[src/rtl/mem_port_arbiter.sv]
// Arbiter sharing one single-ported memory between the fetch and memory stages.
// Define ARB_RR_EN for round-robin tie-breaking; otherwise the data port wins ties.
module mem_port_arbiter #(
  parameter int ADDR_W = 32,
  parameter int DATA_W = 32
) (
  input  logic              clk,
  input  logic              reset,
  input  logic              IReqF,
  input  logic [ADDR_W-1:0] IAdrF,
  input  logic              IAbortF,
  output logic [DATA_W-1:0] IRdataF,
  output logic              IReadyF,
  input  logic              DReqM,
  input  logic              DWeM,
  input  logic [ADDR_W-1:0] DAdrM,
  input  logic [DATA_W-1:0] DWdataM,
  output logic [DATA_W-1:0] DRdataM,
  output logic              DReadyM,
  output logic              BusStallF,
  output logic              BusStallM,
  output logic              MemReq,
  output logic              MemWe,
  output logic [ADDR_W-1:0] MemAdr,
  output logic [DATA_W-1:0] MemWdata,
  input  logic [DATA_W-1:0] MemRdata,
  input  logic              MemAck
);

  typedef enum logic [1:0] {IDLE, IBUS, DBUS} state_t;

  state_t state;
  logic   abort_q;
  logic   i_elig, d_elig, grant_i, grant_d;
`ifdef ARB_RR_EN
  logic   prefer_d;
`endif

  // A ready pulse in the current cycle blocks re-granting the request it completes.
  always_comb begin
    i_elig = IReqF & ~IReadyF;
    d_elig = DReqM & ~DReadyM;
`ifdef ARB_RR_EN
    grant_d = d_elig & (~i_elig | prefer_d);
`else
    grant_d = d_elig;
`endif
    grant_i = i_elig & ~grant_d;
  end

  assign BusStallF = IReqF & ~IReadyF;
  assign BusStallM = DReqM & ~DReadyM;

  always_ff @(posedge clk or posedge reset) begin
    if (reset) begin
      state    <= IDLE;
      abort_q  <= 1'b0;
      IRdataF  <= '0;
      IReadyF  <= 1'b0;
      DRdataM  <= '0;
      DReadyM  <= 1'b0;
      MemReq   <= 1'b0;
      MemWe    <= 1'b0;
      MemAdr   <= '0;
      MemWdata <= '0;
`ifdef ARB_RR_EN
      prefer_d <= 1'b1;
`endif
    end else begin
      IReadyF <= 1'b0;
      DReadyM <= 1'b0;
      case (state)
        IDLE: begin
          if (grant_d) begin
            state    <= DBUS;
            MemReq   <= 1'b1;
            MemWe    <= DWeM;
            MemAdr   <= DAdrM;
            MemWdata <= DWdataM;
`ifdef ARB_RR_EN
            prefer_d <= 1'b0;
`endif
          end else if (grant_i) begin
            state   <= IBUS;
            MemReq  <= 1'b1;
            MemWe   <= 1'b0;
            MemAdr  <= IAdrF;
            abort_q <= IAbortF;
`ifdef ARB_RR_EN
            prefer_d <= 1'b1;
`endif
          end
        end
        IBUS: begin
          if (IAbortF) abort_q <= 1'b1;
          if (MemAck) begin
            state   <= IDLE;
            MemReq  <= 1'b0;
            abort_q <= 1'b0;
            // An abort raised in the completion cycle still suppresses the result.
            if (!(abort_q || IAbortF)) begin
              IReadyF <= 1'b1;
              IRdataF <= MemRdata;
            end
          end
        end
        DBUS: begin
          if (MemAck) begin
            state   <= IDLE;
            MemReq  <= 1'b0;
            MemWe   <= 1'b0;
            DReadyM <= 1'b1;
            if (!MemWe) DRdataM <= MemRdata;
          end
        end
        default: state <= IDLE;
      endcase
    end
  end

endmodule

[config.mk]
export PLATFORM = sky130hd
export DESIGN_NAME = mem_port_arbiter
export DESIGN_NICKNAME = d
export VERILOG_FILES = /design/src/rtl/mem_port_arbiter.sv
export SDC_FILE = /design/constraint.sdc
export NUM_CORES = 1
export LEC_CHECK = 0
export ABC_CLOCK_PERIOD_IN_PS = 4200
export CAP_MARGIN = 15
export CORE_MARGIN = 1.5
export CORE_UTILIZATION = 34
export CTS_CLUSTER_DIAMETER = 150
export DETAILED_ROUTE_END_ITERATION = 10
export HOLD_SLACK_MARGIN = 0.06
export PLACE_DENSITY = 0.82
export SYNTH_ARGS = -nofsm -noshare
export SYNTH_HDL_FRONTEND = slang
export SYNTH_SLANG_ARGS = --single-unit
[constraint.sdc]
create_clock -name clk -period 4.2 [get_ports clk]
set_input_delay 0.84 -clock clk [delete_from_list [all_inputs] [get_ports clk]]
set_output_delay 0.84 -clock clk [all_outputs]
set_load 0.01 [all_outputs]
==> results.md, run 1 <==
STA:
- The max-slew violation count is 0.
- Setup repair after global routing left no endpoint under its margin.
- The final critical path time including I/O delays and setup is between 3 and 4 ns.
- After layout, the worst path uses between 70 and 80% of the clock period.
- Across all setup checks in the final design, the least slack found is roughly 1.1 ns.
- For the pin with the worst max-slew slack, the measured transition is between 0.7 and 0.8 ns.
- The number of hold-slack violations in the final timing report came to 0.
- Setup violations remaining at the end of the flow were counted as 0.
- The relative slew slack is between 40% and 50%.
- The setup skew after layout is 0.00462 ns.
- For the final routed database, the setup TNS stands at 0 ns.
- Timing would allow up to 323 MHz.

Critical path:
- The worst register-to-register path ends at MemAdr[29]$_DFFE_PP0P_.
- The startpoint of the most critical register-to-register path is state[0]$_DFFE_PP0P_.
- For this design, the slowest cell found on the critical path is sky130_fd_sc_hd__clkdlybuf4s50_1.
- Counting cells, the worst reg-to-reg path comes to 6.
- The startpoint type of the worst setup path is a primary input.
- The critical path is of the in -> out type.
- The endpoint required time on the critical path is between 3 and 4 ns.
- The highest fanout seen on the critical path is 7.
- The biggest cell delay along the critical path is roughly 0.60 ns.
- Data arrives at the worst endpoint at 2.26 ns.
- The worst-case register-to-register setup slack is 2.00 ns.
- By instance count, the cell type seen most on the critical path is sky130_fd_sc_hd__clkdlybuf4s50_1.
- The critical path goes through clkdlybuf4s50_1, nand2b_1, inv_1, clkdlybuf4s50_1.
- The endpoint type of the worst setup path is an output pin.

Global routing:
- In the global route stage, overall resource usage came out at 17.0%.
- The number of antenna violations at the first check in global routing is 0.
- The wire length of the first global-routing pass is 23600 um.
- The number of global-route vias before repair came to roughly 4400.
- After global routing the overflow that remains totals 0.
- The pin count of the biggest net entering global routing is about 140.

Place:
- Before CTS, the worst setup slack after placement is around 1.1 ns.
- After detailed placement, the design holds a cell count of 827.
- Once detailed placement completed, the half-perimeter wirelength came to around 11000 um.
- In this run the cell area measured after placement is about 0.0087 mm^2.
- The congestion estimate from routability-driven global placement came to 0.768.
- During placement, the flow inserted port buffers numbering about 270.

Synth:
- The synthesized area per cell is 16.6 um^2.
- The number of unique standard cell types used by synthesis is 31.
- The sequential cell area fraction in the yosys report is slightly below 60%.
- After synthesis the netlist holds a flip-flop and latch count of 135.
- Counting every instance in the synthesized netlist gives 351.
- The biggest area contributor in the post-synthesis netlist is sky130_fd_sc_hd__dfrtp_1.
- Among all cell types in the netlist, the one instantiated most often is sky130_fd_sc_hd__dfrtp_1.
- The area of the mapped netlist is around 0.0058 mm^2.
- The yosys synthesis warning count is 0.
- By area the synthesized netlist is led by sky130_fd_sc_hd__dfrtp_1 58%, sky130_fd_sc_hd__mux2_2 20%, sky130_fd_sc_hd__mux2_4 13%, sky130_fd_sc_hd__mux2_1 1.2%, sky130_fd_sc_hd__buf_6 0.97%.
- After synthesis, the share of flip-flops with an asynchronous set or reset is 100%.
- The number of synthesized flops with an enable pin is 0.
- After synthesis, the largest area contributor takes up 58.2% of total cell area.
- The post-synthesis net count is between 400 and 500.
- Sorting the synthesized cells by how often they occur yields 135 x sky130_fd_sc_hd__dfrtp_1, 104 x sky130_fd_sc_hd__mux2_2, 50 x sky130_fd_sc_hd__mux2_4.
- The flip-flop cell with the highest count after synthesis is sky130_fd_sc_hd__dfrtp_1.

Route:
- The number of vias in the routed layout is about 4000.
- The post-detailed-routing wire length is approximately 15000 um.
- In the final routed layout, each cell accounts on average for 17.4 um.
- For this block, the initial DRC count from the detailed router was 170.
- The total DRC errors in the routed layout is 0.
- The number of detailed-route iterations in the first pass is 5.
- The count of nets left with antenna violations once routing finished came out at 0.
- Using the TritonRoute via totals, the vias-per-cell ratio works out to 4.67.

Power and ir drop:
- The sequential cell fraction of total power is 33.0%.
- The internal portion of total power is between 4000 and 5000 uW.
- The net switching fraction of the power is between 20% and 30%.
- The maximum VDD drop is 420 uV.
- The share of total power in combinational logic is about 44%.
- The leakage power is around 0.004 uW.
- Summed over all nets, the switching power comes to 2060 uW.
- Power spread over the standard cell area amounts to about 750 mW/mm^2.
- The share of total power dissipated in the clock network is a little under a quarter.

Floorplan:
- For this configuration, the core starts out at a cell density of 34.9%.
- The region available for standard cell placement spans approximately 0.017 mm^2.
- The chip height is around 130 um.
- The die area is roughly 0.018 mm^2.
- During I/O placement, the number of pins put on the boundary was roughly 270.
- From left edge to right edge, the die measures between 100 and 150 um.
- The row count is 47.

Clocking:
- Buffers inserted to repair hold after CTS numbered 0.
- The number of instances resized during post-cts repair is 0.
- The cell sitting at the root of the clock tree is a sky130_fd_sc_hd__clkbuf_16.
- The total CTS buffers is 17.
- The clock passes through at most 2 buffers.
- The tree built by TritonCTS fans out to 135 sinks.
- The post-CTS repair timing setup buffer count is 0.
- TritonCTS built the clock tree.
- The H-tree was split into 4 levels.
- Clock latency on the worst-skew pair, taken at its later pin, is 0.41 ns.
- After clock tree synthesis, the clock-pin slew on the worst setup and hold paths is roughly 0.06 ns.

Hold path:
- Along the worst hold path, the cell count comes to 1.
- The terminating pin of the worst hold path is IRdataF[8]$_DFFE_PP0P_.
- The origin of the worst min-delay path is IRdataF[8]$_DFFE_PP0P_.
- In this run the worst hold path is classified as reg -> reg.

Final layout:
- The count of antenna diodes in the layout is 0.
- Compared with the post-synthesis result, the final layout area differs by 60.1%.
- For this run, the number of standard cells in the final layout without fillers is about 860.
- The number of nets at the end of the flow is 765.
- Cells fill a little under three fifths of the core in the end.
- The final design instance area without fill is about 0.0093 mm^2.
- The fraction of layout instances using a drive strength above 1 is 30.7%.
- The layout filler cell count is 1330.

Run status:
- The run finished with clean final reports.

Run:
- The count of max-cap constraint violations is 0.
[worst max-delay path by stage]
stage,from,end,slack [ns],depth (start not counted)
6_report,IReqF,BusStallF,1.10,4
5_1_grt,IReqF,BusStallF,1.04,4
4_1_cts,IReqF,BusStallF,1.10,4
3_5_place_dp,IReqF,BusStallF,1.10,4
3_3_place_gp,IReqF,BusStallF,1.12,4
2_1_floorplan,reset,DRdataM[0]$_DFFE_PP0P_,1.68,1
[stage by stage]
| stage | hold slack (ns) | total power (uW) |
|---|---|---|
| finish | 0.489 | 7000 |
| global route | 0.511 | 7370 |
| CTS | 0.498 | 7090 |
| detailed placement | 0.475 | 5450 |
| global placement | 0.469 | 5330 |
| floorplan | 0.518 | 3770 |
[cell type report]
class                   count  area (um^2)  area share [%]
flip-flops and latches    135         3380            36.3
repair buffers            273         2730            29.4
multi-input cells         190         2240            24.1
clock buffers              18          439            4.72
well taps                 220          275            2.96
clock inverters            13          195            2.10
inverters                   9         37.5           0.404
[power groups by stage]
stage / clock (uW) / combinational (uW) / sequential [uW]
6_report: 1590 / 3100 / 2310
5_1_grt: 1700 / 3280 / 2390
4_1_cts: 1630 / 3140 / 2320
3_5_place_dp: 0 / 3120 / 2330
3_3_place_gp: 0 / 3040 / 2300
2_1_floorplan: 0 / 1180 / 2590
[cells by family (layout without fill, tap and decap cells)]
logic type,count (synthesis),in the layout,synth area share [%]
simple gates,11,11,1.49
flops,135,135,58.2
fa+ha+maj,4,4,0.862
buf+inv,26,313,3.23
mux,161,161,34.4
compound gates,14,14,1.85
[registers in the layout (all words and copies together), names as in the netlist]
signal / flops
DRdataM: 32
DReadyM: 1
IRdataF: 32
IReadyF: 1
MemAdr: 32
MemReq: 1
MemWdata: 32
MemWe: 1
abort_q: 1
state: 2
[critical path, delay by kind of cell]
kind,cells,cell delay (ns)
buf+inv,3,1.22
simple gates,1,0.19
[layer usage]
layer  routed length [um]  vias up  global-route usage (%)  share of wire [%]
li1                     -     1803                       -                  -
met4                  246        0                    5.50                1.6
met5                    0        -                       0                  0
met2                 7610      193                    30.0                 51
met1                 5530     1987                    18.2                 37
met3                 1530       21                    7.65                 10
[cells in the final DEF (no fill, tap or decap), types with 2 or more instances in the layout]
cell type	Yosys	routed
sky130_fd_sc_hd__clkdlybuf4s50_1	0	268
sky130_fd_sc_hd__dfrtp_1	135	135
sky130_fd_sc_hd__mux2_2	104	104
sky130_fd_sc_hd__mux2_4	50	50
sky130_fd_sc_hd__clkbuf_16	0	17
sky130_fd_sc_hd__inv_1	9	8
sky130_fd_sc_hd__mux2_1	6	6
sky130_fd_sc_hd__clkinvlp_4	0	4
sky130_fd_sc_hd__ha_1	4	4
sky130_fd_sc_hd__bufinv_16	0	4
sky130_fd_sc_hd__buf_4	3	4
sky130_fd_sc_hd__a31oi_1	3	3
sky130_fd_sc_hd__clkinv_4	0	3
sky130_fd_sc_hd__inv_6	0	3
sky130_fd_sc_hd__nand2_1	2	2
sky130_fd_sc_hd__o22ai_1	2	2
sky130_fd_sc_hd__nor2b_1	2	2
(Power assumes the default switching activity.)
==> inputs of run 2 (changes only) <==
--- a/config.mk
+++ b/config.mk
@@ -5,14 +5,14 @@
 export SDC_FILE = /design/constraint.sdc
 export NUM_CORES = 1
 export LEC_CHECK = 0
-export ABC_CLOCK_PERIOD_IN_PS = 4200
+export ABC_CLOCK_PERIOD_IN_PS = 3200
 export CAP_MARGIN = 15
 export CORE_MARGIN = 1.5
 export CORE_UTILIZATION = 34
 export CTS_CLUSTER_DIAMETER = 150
 export DETAILED_ROUTE_END_ITERATION = 10
 export HOLD_SLACK_MARGIN = 0.06
-export PLACE_DENSITY = 0.82
+export PLACE_DENSITY = 0.79
 export SYNTH_ARGS = -nofsm -noshare
 export SYNTH_HDL_FRONTEND = slang
 export SYNTH_SLANG_ARGS = --single-unit
==> constraint.sdc (replaced) <==
create_clock -name clk -period 3.2 [get_ports clk]
set_input_delay 0.64 -clock clk [delete_from_list [all_inputs] [get_ports clk]]
set_output_delay 0.64 -clock clk [all_outputs]
set_load 0.01 [all_outputs]
==> results.md, run 2 (synthesis results as in run 1) <==
Power and ir drop:
- The switching power summed over all nets is between 2000 and 3000 uW.
- Combinational cells account for 44.8% of the total power.
- The proportion of power drawn by the clock network is a little over a fifth.
- The net switching fraction of the power is roughly 30%.
- The maximum VDD drop is 521 uV.
- Summed over all cells, the static leakage comes to 0.00398 uW.
- Power spread over the standard cell area amounts to 976 mW/mm^2.
- Sequential cells burn between 30% and 40% of the power.
- Internal power comes to ~6400 uW.

Final layout:
- The share of the core filled with cells in the final layout is between 50 and 60%.
- The filler cells instantiated in the layout total 1348.
- The area occupied by multi-input gates is around 0.0022 mm^2.
- The area added between synthesis and finish is 59.7%.
- The area taken by flip-flops and latches is approximately 0.0034 mm^2.
- The count of antenna diodes in the layout is 0.
- The library cell used most frequently in the layout, excluding fill and tap cells, is sky130_fd_sc_hd__clkdlybuf4s50_1.
- The fraction of layout instances using a drive strength above 1 is just over 30%.
- The number of nets at the end of the flow is about 770.
- The finished cells cover just over 0.009 mm^2.
- Leaving out fill and tap cells, the most frequent cells in the layout are 268 x sky130_fd_sc_hd__clkdlybuf4s50_1, 135 x sky130_fd_sc_hd__dfrtp_1, 104 x sky130_fd_sc_hd__mux2_2.

Place:
- The congestion estimate from routability-driven global placement came to slightly below 0.8.
- The count of buffers inserted at the top-level ports is around 270.
- Summed over all nets, the half-perimeter wirelength after detailed placement is 11000 um.
- The post-place instance area is ~0.0087 mm^2.

Route:
- The detail-routed via count per cell is approximately 4.6.
- The violation count after the first detailed-routing iteration is ~130.
- After detailed routing, the met3 layer carries 1340 um of wire.
- The number of vias in the routed layout is between 3000 and 4000.
- The wire length on met2 is between 7000 and 8000 um.
- The routed length per instance is about 17 um.
- Once detail routing completed, the nets flagged for antenna violations numbered 0.
- The number of detailed-route iterations in the first pass is 4.
- For this run, design rule violations remaining after detail routing come to 0.
- For this block, wires on met1 add up to 5840 um.
- The highest metal layer with signal wires is met4.
- The post-detailed-routing wire length is between 15000 and 20000 um.

Clocking:
- The hold buffer count at CTS is 0.
- The number of H-tree branching levels is 4.
- The clock slew seen by the registers of the worst setup and hold paths is roughly 0.06 ns.
- The longest clock path from root to sink contains 2 buffers.
- TritonCTS built the clock tree.
- The root buffer cell chosen for the clock tree is sky130_fd_sc_hd__clkbuf_16.
- The number of instances resized during post-cts repair is 0.
- The number of setup buffers added after CTS is 0.
- The clock sink total is about 140.
- The later pin in the worst-skew pair is clocked with a latency of just over 0.4 ns.
- The total CTS buffers is 17.

STA:
- Setup total negative slack on the finished layout was measured at 0 ns.
- The final critical path time including I/O delays and setup is around 2.7 ns.
- The maximum clock frequency is approximately 370 MHz.
- For the pin with the worst max-slew slack, the measured transition is 0.789 ns.
- Setup repair after global routing left no endpoint under its margin.
- Setup violations remaining at the end of the flow were counted as 0.
- The part of the cycle the worst path needs is 83.6%.
- The relative slew slack is about 47%.
- The setup skew after layout is roughly 0.0047 ns.
- The max-slew violation count is 0.
- The number of hold-slack violations in the final timing report is 0.

Run:
- Max-cap violations in this run came to 0.

Floorplan:
- For this design the top-level I/O count stands at about 270.
- In this run the vertical extent of the chip is ~130 um.
- The die width is between 100 and 150 um.
- In this run the core area contains 47 standard-cell rows.
- The core region area is 0.0166 mm^2.
- The die area is 0.0179 mm^2.
- Once the floorplan was initialized, standard cells occupied a little over a third of the core.

Run status:
- The run finished with clean final reports.

Critical path:
- The endpoint required time on the critical path is 2.56 ns.
- The worst setup path is of the in -> out kind.
- The largest single stage delay on the critical path is slightly below 0.6 ns.
- STA classifies the critical path endpoint as an output pin.
- For the worst setup path, the data arrival time is a little over 2 ns.
- The largest individual stage delay along the critical path comes from the cell sky130_fd_sc_hd__clkdlybuf4s50_1.
- The most numerous cell type found on the critical path is sky130_fd_sc_hd__clkdlybuf4s50_1.
- The highest fanout seen on the critical path is 7.
- The worst setup path is launched from a primary input.
- On the critical path the largest part of the delay comes from buffers and inverters.
- The buffers plus inverters on the worst setup path is 3.
- The critical path goes through clkdlybuf4s50_1, nand2b_1, inv_1, clkdlybuf4s50_1.

Global routing:
- Entering global routing, the biggest net connects 90 pins.
- The first global-routing pass estimated around 23000 um of wire.
- For this run, the total global-route usage over all layers was measured as between 15 and 20%.
- The aggregate global routing overflow is 0.
- The number of global-route vias before repair was ~4500.
- The number of antenna violations at the first check in global routing was 0.

Hold path:
- In this run the worst hold path is classified as reg -> reg.
==> run 2: power groups by stage <==
stage / Sequential [uW] / Combinational, uW / Clock [uW]
2_1_floorplan: 3400 / 1550 / 0
3_3_place_gp: 3000 / 4020 / 0
3_5_place_dp: 3070 / 4100 / 0
4_1_cts: 3050 / 4120 / 2020
5_1_grt: 3140 / 4300 / 2090
6_report: 3040 / 4060 / 1960
==> run 2: layer usage <==
layer	vias up	GRT usage, %
met1	1972	18.4
met3	19	6.93
met4	0	6.64
li1	1804	-
met2	175	29.4
met5	-	0
==> run 2: per-stage QoR <==
stage	cells	hold WS [ns]	total power [uW]	worst slack, ns
2_1_floorplan	351	0.518	4950	0.881
3_3_place_gp	828	0.469	7020	0.555
3_5_place_dp	828	0.477	7160	0.541
4_1_cts	860	0.490	9180	0.540
5_1_grt	860	0.516	9540	0.465
6_report	860	0.485	9060	0.524
==> run 2: final timing paths <==
| check | startpoint | endpoint | slack [ns] | cells after the start |
|---|---|---|---|---|
| worst min-delay path | IRdataF[6]$_DFFE_PP0P_ | IRdataF[6]$_DFFE_PP0P_ | 0.49 | 1 |
| worst max register to register | state[0]$_DFFE_PP0P_ | MemAdr[31]$_DFFE_PP0P_ | 1.02 | 6 |
| max in group asynchronous | reset | MemWdata[2]$_DFFE_PP0P_ | 2.00 | 3 |
| worst min register to register | IRdataF[6]$_DFFE_PP0P_ | IRdataF[6]$_DFFE_PP0P_ | 0.49 | 1 |
| min in group asynchronous | reset | IRdataF[29]$_DFFE_PP0P_ | 0.69 | 3 |
| worst max-delay path | IReqF | BusStallF | 0.52 | 4 |
==> run 2: final cells by class <==
cell class	instances	share of cell area (%)
Clock buffer	23	5.26
Clock inverter	9	1.23
Inverter	9	0.405
Multi-Input combinational cell	190	24.2
Sequential cell	135	36.4
Tap cell	220	2.97
Timing Repair Buffer	274	29.5
==> inputs of run 3 (changes only) <==
--- a/config.mk
+++ b/config.mk
@@ -5,7 +5,7 @@
 export SDC_FILE = /design/constraint.sdc
 export NUM_CORES = 1
 export LEC_CHECK = 0
-export ABC_CLOCK_PERIOD_IN_PS = 3200
+export ABC_CLOCK_PERIOD_IN_PS = 2500
 export CAP_MARGIN = 15
 export CORE_MARGIN = 1.5
 export CORE_UTILIZATION = 34
==> constraint.sdc (replaced) <==
create_clock -name clk -period 2.5 [get_ports clk]
set_input_delay 0.5 -clock clk [delete_from_list [all_inputs] [get_ports clk]]
set_output_delay 0.5 -clock clk [all_outputs]
set_load 0.01 [all_outputs]
==> results.md, run 3 (synthesis results as in run 1) <==
Run status:
- The run finished with clean final reports.

Hold path:
- Along the worst hold path, the cell count comes to 1.
- The worst hold path class is reg -> reg.
- The origin of the worst min-delay path is IRdataF[6]$_DFFE_PP0P_.

Place:
- The sum of net half-perimeters after detailed placement is around 11000 um.
- The congestion estimate from routability-driven global placement came to 0.784.
- In this run the tool buffered the top-level ports with 268 buffer cells.

Route:
- The number of detailed-route iterations in the first pass is 4.
- After detailed routing, the average wire length per cell comes to 17.4 um.
- The violation count after the first detailed-routing iteration is approximately 120.
- The post-detailed-route count of antenna-violating nets is 0.
- Dividing the detail-routed via count by the number of cells gives approximately 4.6.
- The total DRC errors in the routed layout is 0.
- The post-detailed-routing wire length is 15000 um.
- The number of vias in the routed layout is about 4000.

STA:
- Setup repair after global routing left no endpoint under its margin.
- Hold timing on the final database bottoms out at a slack of 0.486 ns.
- The accumulated negative setup slack is 0 ns.
- After layout, the worst path uses ~92% of the clock period.
- The max-slew violation count is 0.
- Setup violations remaining at the end of the flow were counted as 0.
- The pin slew with the least headroom to its limit is 0.531 ns.
- The number of hold-slack violations in the final timing report is 0.
- For the final database, setup skew stands at 0.0128 ns.
- The maximum clock frequency is between 400 and 500 MHz.
- The clock period could shrink to between 2 and 2.5 ns.
- Measured against its own limit, the worst slew margin works out to around 65%.

Power and ir drop:
- The power density over cell area is about 1200 mW/mm^2.
- The leakage power is between 0.003 and 0.004 uW.
- The maximum VDD drop is approximately 700 uV.
- The completed layout was analyzed and its total power is roughly 12000 uW.

Global routing:
- The number of global-route vias before repair is 4425.
- The pin count of the biggest net entering global routing is 94.
- Summed over all layers, the global routing overflow is 0.
- The number of antenna violations at the first check in global routing is 0.
- The first global-routing pass estimated roughly 23000 um of wire.
- The overall global routing resource usage is around 17%.

Clocking:
- The clock slew seen by the registers of the worst setup and hold paths is about 0.05 ns.
- The root buffer cell chosen for the clock tree is sky130_fd_sc_hd__clkbuf_16.
- Counting every sink on the clock net gives 135.
- TritonCTS built the clock tree.
- The number of instances resized during post-cts repair is 0.
- The later pin in the worst-skew pair is clocked with a latency of ~0.41 ns.
- The deepest clock path buffer count is 2.
- The number of H-tree branching levels is 4.
- In this run, post-CTS hold repair placed 0 buffers.
- TritonCTS created 17 clock buffers.
- The number of setup buffers added after CTS is 0.

Critical path:
- The worst register-to-register path begins at state[0]$_DFFE_PP0P_.
- The critical path is of the in -> out type.
- The highest fanout seen on the critical path is 3.
- The startpoint type of the worst setup path is a primary input.
- STA classifies the critical path endpoint as an output pin.
- The length in cells of the worst reg-to-reg path is 6.
- Tracing the worst setup path back leads to its startpoint at DReqM.
- For the worst setup path, the data required time is around 2.0 ns.
- For the worst setup path, the data arrival time is roughly 1.8 ns.

Final layout:
- The repair_antennas step left the layout with diodes totalling 0.
- The library cells used most frequently in the layout, excluding fill and tap cells, are 268 x sky130_fd_sc_hd__clkdlybuf4s50_1, 135 x sky130_fd_sc_hd__dfrtp_1, 104 x sky130_fd_sc_hd__mux2_2.
- The post-route netlist has a little under a third of its cells at a drive strength greater than 1.
- The number of nets at the end of the flow is roughly 770.
- The share of the core filled with cells in the final layout is around 56%.
- Leaving out fill and tap cells, the most frequent cell in the layout is sky130_fd_sc_hd__clkdlybuf4s50_1.
- The area added between synthesis and finish is 60.3%.

Floorplan:
- The number of ports placed on the die boundary is roughly 270.
- The die area is 0.0179 mm^2.
- The floorplan has 47 rows.
- For this configuration, the core starts out at a cell density of a little over a third.
- The die is roughly 130 um wide.
- The floorplan step defined a core boundary enclosing 0.0166 mm^2.
- The die is around 130 um tall.

Run:
- Across the run, the number of max-cap violations was 0.
==> run 3: cell types whose count changed in the layout (fill, tap and decap cells not counted) <==
cell	previous run	this run
sky130_fd_sc_hd__clkinv_2	1	4
sky130_fd_sc_hd__buf_4	5	2
sky130_fd_sc_hd__inv_6	2	1
sky130_fd_sc_hd__buf_12	1	6
sky130_fd_sc_hd__clkinv_4	1	2
sky130_fd_sc_hd__bufinv_16	2	1
sky130_fd_sc_hd__clkbuf_8	4	2
==> run 3: final cells by class <==
class | count | area, um^2
clock buffer | 21 | 460
clock inverter | 11 | 98.8
fill | 1332 | 7330
inverter | 9 | 37.5
multi-input combinational | 190 | 2240
sequential | 135 | 3380
tap | 220 | 275
timing repair buffer | 276 | 2820
==> run 3: stage by stage <==
| stage | std cells | cell area [um^2] | setup WS, ns |
|---|---|---|---|
| 2_1_floorplan | 351 | 5810 | 0.321 |
| 3_3_place_gp | 830 | 8750 | 0.214 |
| 3_5_place_dp | 830 | 8750 | 0.202 |
| 4_1_cts | 862 | 9310 | 0.194 |
| 5_1_grt | 862 | 9310 | 0.176 |
| 6_report | 862 | 9310 | 0.190 |
==> run 3: path summary, 6_finish.rpt <==
kind,endpoint,slack (ns)
max reg2reg,MemAdr[30]$_DFFE_PP0P_,0.56
max,BusStallM,0.19
max in group asynchronous,MemWdata[24]$_DFFE_PP0P_,1.49
min,IRdataF[6]$_DFFE_PP0P_,0.49
min in group asynchronous,DRdataM[26]$_DFFE_PP0P_,0.60
min reg2reg,IRdataF[6]$_DFFE_PP0P_,0.49
==> run 3: routing by layer <==
metal  part of all wire (%)  vias to the layer above  track usage [%]
met5                      0                        -                0
li1                       -                     1811                -
met4                    1.5                        0             5.50
met2                     51                      174             29.8
met1                     39                     1968             18.7
met3                    9.2                       18             7.23
==> run 3: report_power, final <==
group	switching, uW	internal [uW]	leakage (uW)
clock network	932	1420	0.000269
logic	1910	3370	0.00211
registers	594	3290	0.00162
total	3430	8070	0.00400
==> run 3: worst max-delay path: stages <==
cell and delay [ns]:
sky130_fd_sc_hd__clkdlybuf4s50_1 0.53, sky130_fd_sc_hd__nand2b_4 0.08, sky130_fd_sc_hd__inv_1 0.10, sky130_fd_sc_hd__clkdlybuf4s50_1 0.59
